===== src/rtl/uart_tx.sv =====
// uart_tx: 8N1 UART transmitter with one-byte holding register and valid/ready input.
// Define UART_TX_PARITY_EN to insert an even-parity bit before the stop bit (8E1).
module uart_tx #(
  parameter int CLK_FREQ  = 25_000_000,
  parameter int BAUD_RATE = 115_200
) (
  input  logic       clk,
  input  logic       reset,
  input  logic [7:0] tx_data,
  input  logic       tx_valid,
  output logic       tx_ready,
  output logic       tx_serial_out,
  output logic       tx_busy,
  output logic       tx_done
);
  localparam int CLKS_PER_BIT = CLK_FREQ / BAUD_RATE;
  localparam int BW = (CLKS_PER_BIT > 1) ? $clog2(CLKS_PER_BIT) : 1;
  typedef enum logic [2:0] {
    IDLE  = 3'd0,
    START = 3'd1,
    DATA  = 3'd2,
`ifdef UART_TX_PARITY_EN
    PARITY = 3'd3,
`endif
    STOP  = 3'd4
  } state_e;
  state_e        state_q, state_d;
  logic [7:0]    hold_q, hold_d, shift_q, shift_d;
  logic          hold_valid_q, hold_valid_d, line_q, line_d, done_q, done_d;
  logic [2:0]    bit_q, bit_d;
  logic [BW-1:0] baud_q, baud_d;
  logic          bit_end, load, accept;
`ifdef UART_TX_PARITY_EN
  logic          par_q, par_d;
`endif
  always_comb begin
    bit_end = baud_q == BW'(CLKS_PER_BIT - 1);
    accept  = tx_valid && !hold_valid_q;
    state_d = state_q;
    shift_d = shift_q;
    bit_d   = bit_q;
    load    = 1'b0;
    done_d  = 1'b0;
    case (state_q)
      IDLE: if (hold_valid_q) begin
        load    = 1'b1;
        state_d = START;
      end
      START: if (bit_end) state_d = DATA;
      DATA: if (bit_end) begin
        shift_d = {1'b0, shift_q[7:1]};
        bit_d   = bit_q + 3'd1;
`ifdef UART_TX_PARITY_EN
        if (bit_q == 3'd7) state_d = PARITY;
`else
        if (bit_q == 3'd7) state_d = STOP;
`endif
      end
`ifdef UART_TX_PARITY_EN
      PARITY: if (bit_end) state_d = STOP;
`endif
      STOP: if (bit_end) begin
        done_d  = 1'b1;
        load    = hold_valid_q;
        state_d = hold_valid_q ? START : IDLE;
      end
      default: state_d = IDLE;
    endcase
    if (load) begin
      shift_d = hold_q;
      bit_d   = 3'd0;
    end
    hold_valid_d = load ? 1'b0 : accept ? 1'b1 : hold_valid_q;
    hold_d       = accept ? tx_data : hold_q;
    // Counter restarts at every bit boundary, including STOP->START hand-off.
    baud_d = (state_d != state_q || bit_end || state_q == IDLE) ? '0 : baud_q + BW'(1);
`ifdef UART_TX_PARITY_EN
    par_d  = load ? ^hold_q : par_q;
    line_d = (state_d == START) ? 1'b0 : (state_d == DATA) ? shift_d[0] :
             (state_d == PARITY) ? par_d : 1'b1;
`else
    line_d = (state_d == START) ? 1'b0 : (state_d == DATA) ? shift_d[0] : 1'b1;
`endif
  end
  always_ff @(posedge clk or negedge reset) begin
    if (!reset) begin
      state_q      <= IDLE;
      hold_q       <= '0;
      shift_q      <= '0;
      hold_valid_q <= 1'b0;
      line_q       <= 1'b1;
      done_q       <= 1'b0;
      bit_q        <= '0;
      baud_q       <= '0;
`ifdef UART_TX_PARITY_EN
      par_q        <= 1'b0;
`endif
    end else begin
      state_q      <= state_d;
      hold_q       <= hold_d;
      shift_q      <= shift_d;
      hold_valid_q <= hold_valid_d;
      line_q       <= line_d;
      done_q       <= done_d;
      bit_q        <= bit_d;
      baud_q       <= baud_d;
`ifdef UART_TX_PARITY_EN
      par_q        <= par_d;
`endif
    end
  end
  assign tx_ready      = !hold_valid_q;
  assign tx_busy       = (state_q != IDLE) || hold_valid_q;
  assign tx_done       = done_q;
  assign tx_serial_out = line_q;
endmodule


===== config.mk =====
export PLATFORM = sky130hd
export DESIGN_NAME = uart_tx
export DESIGN_NICKNAME = d
export VERILOG_FILES = /design/src/rtl/uart_tx.sv
export SDC_FILE = /design/constraint.sdc
export NUM_CORES = 1
export LEC_CHECK = 0
export CORE_UTILIZATION = 45
export CTS_CLUSTER_DIAMETER = 60
export DETAILED_ROUTE_END_ITERATION = 8
export PLACE_DENSITY_LB_ADDON = 0.15
export SLEW_MARGIN = 20
export SYNTH_ARGS = -nofsm -noshare
export SYNTH_HDL_FRONTEND = slang
export SYNTH_SLANG_ARGS = --single-unit

===== constraint.sdc =====
create_clock -name clk -period 3.5 [get_ports clk]
set_clock_uncertainty 0.05 [all_clocks]
set_input_delay 1.05 -clock clk [delete_from_list [all_inputs] [get_ports clk]]
set_output_delay 1.05 -clock clk [all_outputs]
set_load 0.1 [all_outputs]

---- After elaboration in Yosys (flattened, before gate mapping) ----
Cells that the tools add are included.
Widths: inputs -> output; s select.
operators by class
  add/sub/neg operators ................... 2
  equality and inequality tests ........... 8
  mux-type cells .......................... 23
  reduce and logical (&&, ||, !) cells .... 11
operator list
  kind                 number
  $mux 8               4
  $mux 3               8
  $pmux 3 s4           1
  $mux 1               9
  $add 8x1->8 const B  1
  $eq 8x8->1 const B   1
  $eq 3x1->1 const B   2
  $eq 3x2->1 const B   2
  $eq 3x3->1 const B   2
  $reduce_bool 2->1    3
  $add 3x1->3 const B  1
  $logic_not 3->1      1
  $logic_or 1x1->1     3
  $ne 3x3->1           1
  $reduce_bool 3->1    1
  $pmux 1 s2           1
  $reduce_and 2->1     1
  $logic_and 1x1->1    1
  $logic_not 1->1      1
storage, ports and cells
  register bits ........................... 33
  bits of input ports ..................... 11
  output and inout port bits .............. 4
  word-level logic and storage cells ...... 53

---- Depth between registers and ports, before layout ----
  word-level depth ........................ 8
  depth in mapped cells ................... 7

---- Least setup slack after synthesis ----
OpenSTA, ideal clock, no wires.
  path type ............................... reg2out
  start ................................... register hold_valid_q
  end ..................................... output port tx_busy
  arrival ................................. 2.000 ns
  required time ........................... 2.400 ns
  setup slack ............................. 0.400 ns
  cell stages (with the launch flop) ...... 3
  buffers on the path ..................... 0
  cells stage by stage .................... dfrtp_1 inv_1 nand3_1
between the ends
  longest elaborated chain between the ends .. 1
ends and longest elaborated chain
  element                 line  text
  from (decl)             29    logic hold_valid_q, hold_valid_d, line_q, line_d, done_q, done_d;
  from (signal assigned)  102   hold_valid_q <= hold_valid_d;
  $logic_or 1x1->1        113   assign tx_busy = (state_q != IDLE) || hold_valid_q;
  to (decl)               13    output logic tx_busy,
Every way passes these cells.

---- Worst setup path in the final report ----
  start ................................... register state_q[0]
  end ..................................... output port tx_busy
between the ends
  longest elaborated chain between the ends .. 2
ends and longest elaborated chain
  element                 line  text
  from (decl)             27    state_e state_q, state_d;
  from (signal assigned)  99    state_q <= state_d;
  $reduce_bool 3->1       113
  $logic_or 1x1->1        113
Every way passes these cells.

==> impl_summary.log <==
INFO  metric setup.worst_path.start_class = register
INFO  metric final_layout_size_suffix_gt1_share = 19.73%
INFO  metric ant_diodes = 0
INFO  metric power.density = 495.8 nW/um^2
INFO  metric timing.final.setup_violations = 0
INFO  metric detail_route.vias_per_cell = between 5 and 6
INFO  metric first_global_vias = approximately 960
INFO  metric timing.final.ws_setup = 0.9439 ns
INFO  metric pre_cts_ws = 1.122 ns
INFO  metric drt_pre_antenna_iters = 4
INFO  metric design.die.area = 3675 um^2
INFO  metric number_of_synthesized_flops_with_an_enable_pin = 0
INFO  metric route.antenna.remaining_nets = 0
INFO  metric syn_area_per_cell = 12.18 um^2
INFO  metric clock_tree_from_tritoncts = built
INFO  metric syn-cell-area = 1546 um^2
INFO  metric drt_drc_violations_left = 0
INFO  metric fin_util = 55.95%
INFO  metric setup.worst_path.end_class = output pin
INFO  metric tritoncts.num_buffers = 5
INFO  metric result_of_the_run = complete, no violations
INFO  metric wirelength = 2488 um
INFO  metric port-buffer-count = 14
INFO  metric async_reset_ff_share = 100.0%
INFO  metric crit_chain = nor2_1, nand3_1, buf_4
INFO  metric dominant_delay_contributor_by_cell_family_on_the_critical_path = flip-flops
INFO  metric grt_first_pass_wirelength = 4167 um
INFO  metric cts.root.buffer_cell = sky130_fd_sc_hd__clkbuf_4
INFO  metric detail_route.wl_per_cell = 13.03 um
INFO  metric cts.hold.buffers_added = 0
INFO  metric synth_nets = 142
INFO  metric ys_warn_count = 0
INFO  metric drt_iter0_markers = 27
INFO  metric core_region_area = between 3000 and 4000 um^2
INFO  metric post_cts.repair.setup_buffers = 0
INFO  metric worst_path_largest_cell_delay = 0.48 ns
INFO  metric timing.critical_path.slowest_stage_cell = sky130_fd_sc_hd__dfrtp_1
INFO  metric setup-tns-final = 0 ns
INFO  metric critical_path_required = 2.40 ns
INFO  metric worst-slew-pin-transition = approximately 0.63 ns
INFO  metric cts.repair.resized = 0
INFO  metric synth-seq-area-share = between 50% and 60%
INFO  metric total_vias_in_the_final_route = 1006
INFO  metric io-pin-count = 15
INFO  metric core.rowCount = 20
INFO  metric antenna_found_initial = 0
INFO  metric ff_latch_area = 827.0 um^2
INFO  metric max_freq = 391.2 MHz
INFO  metric holdCritPathClass = reg -> reg
INFO  metric flow.area_growth_from_synthesis = 14.08%
INFO  metric total_power = 0.0008748 W
INFO  metric die_y = roughly 60 um
INFO  metric post_dp_cell_area = around 1700 um^2
INFO  metric die_width = roughly 61 um
INFO  metric design.final.nets = ~160
INFO  metric layout.cells.most_common_list = sky130_fd_sc_hd__dfrtp_1, sky130_fd_sc_hd__nor2_1, sky130_fd_sc_hd__clkdlybuf4s50_1, sky130_fd_sc_hd__inv_1
INFO  metric synth.distinct_cells = 37
INFO  metric multi_input_comb_area = 659.4 um^2
INFO  metric final_period_minus_worst_setup_slack = 2.556 ns
INFO  metric reg2reg_slack = approximately 1.3 ns
INFO  metric cp_data_arrival_time = ~1.5 ns
INFO  metric clkSlewWorstSetupHoldPaths = 0.10 ns
INFO  metric final-max-slew-violation-count = 0
INFO  metric cts.sinks = 33
INFO  metric post-route-period-util = 73.03%
INFO  metric grt.total_usage = 16.21%
INFO  metric power.leakage = approximately 0.84 nW
INFO  metric cts_max_path_buffers = 2
INFO  metric effective_utilization_at_floorplan = roughly half
INFO  metric grt_setup_unrepaired = no
INFO  metric top_flip_flop_cell_by_instance_count_after_synthesis = sky130_fd_sc_hd__dfrtp_1
INFO  metric worstSkewPairLatency = 0.32 ns
INFO  metric detailed_place_hpwl = 1755 um
INFO  metric critical_path.max_fanout = 7
INFO  metric grt_max_degree = 34
INFO  metric layout.cells.most_common = sky130_fd_sc_hd__dfrtp_1
INFO  metric cp.buffers_inverters = 1
INFO  metric report.final.hold_viol_count = 0
INFO  metric final_area = 1764 um^2
INFO  metric postSynthRegisterBits = 33
INFO  metric slew_headroom = 57.64%
INFO  metric routability_driven_placement_congestion_ratio = around 0.8
INFO  metric ir_worst_vdd = 0.2574 mV
INFO  metric syn_inst = 127
INFO  metric critical_path_class = reg -> out
INFO  metric grt_overflow_total = 0
INFO  metric max_cap_viol_count = 0
INFO  metric h-tree-depth = 2
INFO  metric fill_cell_instance_count_of_the_final_layout = between 200 and 300
[worst register-to-register path, delay by kind of cell, from the launching register on]
family	cells	cell delay, ns
AOI/OAI and AO/OA	2	0.62
adders and majority gates	1	0.19
buffers and inverters	1	0.07
DFF	1	0.43
and+or+nand+nor	2	0.70
[path summary, 6_finish.rpt]
check                                          end                  start  depth (start not counted)
max                                        tx_busy   state_q[0]$_DFF_PN0_                          3
min                          hold_q[1]$_DFFE_PN0P_  hold_q[1]$_DFFE_PN0P_                          1
max reg2reg                 shift_q[4]$_DFFE_PN0P_    baud_q[0]$_DFF_PN0_                          6
min reg2reg                  hold_q[1]$_DFFE_PN0P_  hold_q[1]$_DFFE_PN0P_                          1
max in group asynchronous  tx_serial_out$_DFF_PN1_                  reset                          2
min in group asynchronous      baud_q[4]$_DFF_PN0_                  reset                          2
[state kept, by name (all words and copies together), names as in the netlist]
name	count
baud_q	8
hold_q	8
shift_q	8
bit_q	3
state_q	3
hold_valid_q	1
tx_done	1
tx_serial_out	1
[routing by layer]
layer / track usage (%) / wire, um / vias to the layer above
li1: - / - / 478
met1: 20.38 / 1226 / 502
met2: 24.96 / 1108 / 24
met3: 7.036 / 140 / 2
met4: 5.844 / 13 / 0
met5: 0 / 0 / -
[where the power goes]
group	internal (W)	switching (W)	leakage (nW)	total, W
Sequential	0.000454	0.0000687	0.410	0.000523
Clock	0.0000764	0.000122	0.0320	0.000199
Combinational	0.0000895	0.0000641	0.403	0.000154
Total	0.000620	0.000255	0.844	0.000875
[per-stage QoR]
stage | instances | hold slack (ns)
final | 191 | 0.4454
after global routing | 191 | 0.4751
after CTS | 191 | 0.4490
after detailed placement | 183 | 0.4249
after global placement | 183 | 0.4214
after floorplan | 127 | 0.4086
[layout make-up]
cell class | count | area share, %
Inverter | 7 | 1.489
Sequential cell | 33 | 46.88
Tap cell | 44 | 3.121
Timing Repair Buffer | 16 | 8.227
Clock inverter | 2 | 0.5674
Clock buffer | 6 | 2.340
Multi-Input combinational cell | 83 | 37.38
[cells by family (layout without fill, tap and decap cells)]
group,after synthesis,in the layout,share of synthesized area (%)
muxes,12,12,8.414
and+or+nand+nor,43,43,17.88
AOI/OAI and AO/OA,16,16,8.577
DFF,33,33,53.48
adders and majority gates,4,4,3.236
xor gates and xnor gates,8,8,4.531
buffers and inverters,11,31,3.884
[synth_stat cells, drive strengths merged, types with 2 or more instances]
| cell type | count | area share (%) |
|---|---|---|
| ha | 4 | 3.2 |
| xor2 | 5 | 2.8 |
| a221o | 6 | 3.9 |
| nand3 | 3 | 0.97 |
| and2 | 8 | 3.5 |
| mux2i | 4 | 2.6 |
| nand2 | 2 | 0.49 |
| inv | 7 | 1.7 |
| dfrtp | 32 | 52 |
| xnor2 | 3 | 1.7 |
| nor3b | 2 | 2.0 |
| nor2 | 17 | 4.1 |
| nor2b | 2 | 0.81 |
| nand4 | 2 | 0.81 |
| mux2 | 8 | 5.8 |
| and3 | 4 | 1.9 |
| o21ai | 2 | 0.89 |
| buf | 3 | 1.9 |
Note: power is estimated with default switching activity, not from simulation.
==> patch: new RTL, config.mk and constraints unchanged <==
The parameter `CLK_FREQ` goes from 25_000_000 to 12_500_000.
--- a/src/rtl/uart_tx.sv
+++ b/src/rtl/uart_tx.sv
@@ -2,5 +2,5 @@
 // Define UART_TX_PARITY_EN to insert an even-parity bit before the stop bit (8E1).
 module uart_tx #(
-  parameter int CLK_FREQ  = 25_000_000,
+  parameter int CLK_FREQ  = 12_500_000,
   parameter int BAUD_RATE = 115_200
 ) (
Formal check against the unedited RTL: same outputs for any inputs over 10 cycles, from zero or initial values and one cycle with reset low; that may be too few to reach the edited logic, so the function may still have changed.
==> patch against the unedited design <==
  * Area after synthesis down 5.6%
  * Routed wire length increased by 1.5%
  * Via count shrank 3.1%
  * Final area shrank 4.2%
  * Combinational power is 31% higher
  * Worst setup slack improved by 140 ps
  * Count of clock-buffer cells in the layout is the same
  * Maximum frequency rose by 6.0%
  * Sequential cell count fell by 1
  * Critical path type unchanged
  * Power rose by 8.8%
  * Critical path depth stayed put
  * Final cell count decreased by 1.0%
  * Largest power group unchanged
==> patch: results (changes against the unedited design) <==
status=finished, final reports clean; Buffers & Inverters on Critical Path=1 (unchanged); Placer Congestion=0.756 (-5.7%); first-pass GRT wire length=4370 um (+4.8%); vias in the first global route=934 (-2.3%); Clock Latency Late Sink=340 ps (+20 ps); Cell variety after synth=35 (-5.4%); Layout Nets=158 (-1.9%); Area contributors post-synth=dfrtp_1, mux2_2, nor2_1; gr usage total=0.179 (+0.0170); Largest regs=hold_q (8), shift_q (8), baud_q (7); syn_nets=139 (-2.1%); worst slew pin tran=545 ps (-87.4 ps); total CTS buffers=5 (unchanged); flop2flop setup slack=1650 ps (+310 ps); hold_ws=417 ps (-28.3 ps); final WL=2530 um (+1.5%); LEAKAGE=0.752 nW (-11%); critical path arrival=1310 ps (-150 ps); DR iter-0 viols=44 (+63%); dpl cell area=1630 sq um (-4.9%); initial antenna violation count=0 (unchanged); # diodes=0 (unchanged); top cells by count, synth=dfrtp_1, nor2_1, nand2_1; slowest stage delay, CP=540 ps (+60 ps); layout cell share with drive strength beyond 1=0.193 (-0.00418); pin count of the biggest net entering global routing=33 (-2.9%); largest fanout on the critical path=8 (+1); sequential element share of the synthesized area=0.549 (+0.0145); Max VDD drop=259 uV (+0.76%); HP Class=flip-flop to flip-flop; dpl hpwl=1680 um (-4.1%); via total after detailed routing=975 (-3.1%)
==> patch: path summary, 6_finish.rpt <==
kind / from / cells past startpoint / endpoint
worst max-delay path: state_q[0] / 3 / tx_busy
worst min-delay path: baud_q[0] / 1 / baud_q[0]
worst max register to register: baud_q[0] / 5 / shift_q[1]
worst min register to register: baud_q[0] / 1 / baud_q[0]
max in group asynchronous: reset / 2 / tx_serial_out
min in group asynchronous: reset / 2 / baud_q[4]
==> patch: report_power, final <==
group	internal, mW	switching [mW]	total (mW)
Sequential	0.459	0.0679	0.527
Combinational	0.110	0.0922	0.202
Clock	0.0954	0.127	0.222
Total	0.664	0.287	0.951
==> patch: cell type report <==
class | instances | area, sq um
Clock buffer | 6 | 51.3
Clock inverter | 2 | 10.0
Fill cell | 274 | 1390
Inverter | 4 | 15.0
Multi-Input combinational cell | 85 | 612
Sequential cell | 32 | 802
Tap cell | 44 | 55.1
Timing Repair Buffer | 16 | 145
==> patch: metal layers <==
layer  vias to the layer above  wire length, um  global-route usage  part of all wire
met1                       474             1230               0.224              0.49
met5                         -                0                   0                 0
met2                        21             1100               0.258              0.43
met4                         0               64              0.0918             0.025
met3                         9              133              0.0835             0.053
li1                        471                -                   -                 -
==> patch: through the flow <==
| stage | setup slack, ps | util | power (mW) | cells |
|---|---|---|---|---|
| 6_report | 1090 | 0.549 | 0.951 | 189 |
| 5_1_grt | 1010 | 0.549 | 1.02 | 189 |
| 4_1_cts | 1090 | 0.549 | 0.959 | 189 |
| 3_5_place_dp | 1130 | 0.529 | 0.738 | 181 |
| 3_3_place_gp | 1150 | 0.529 | 0.720 | 181 |
| 2_1_floorplan | 1210 | - | 0.675 | 125 |
==> patch: cell families (layout without fill, tap and decap cells) <==
group / Yosys count / count (layout) / share of synthesized area
and+or+nand+nor: 50 / 50 / 0.187
muxes: 9 / 9 / 0.0677
buffers and inverters: 8 / 28 / 0.0317
xor gates and xnor gates: 7 / 7 / 0.0420
AOI/OAI and AO/OA: 16 / 16 / 0.0968
DFF: 32 / 32 / 0.549
adders and majority gates: 3 / 3 / 0.0257
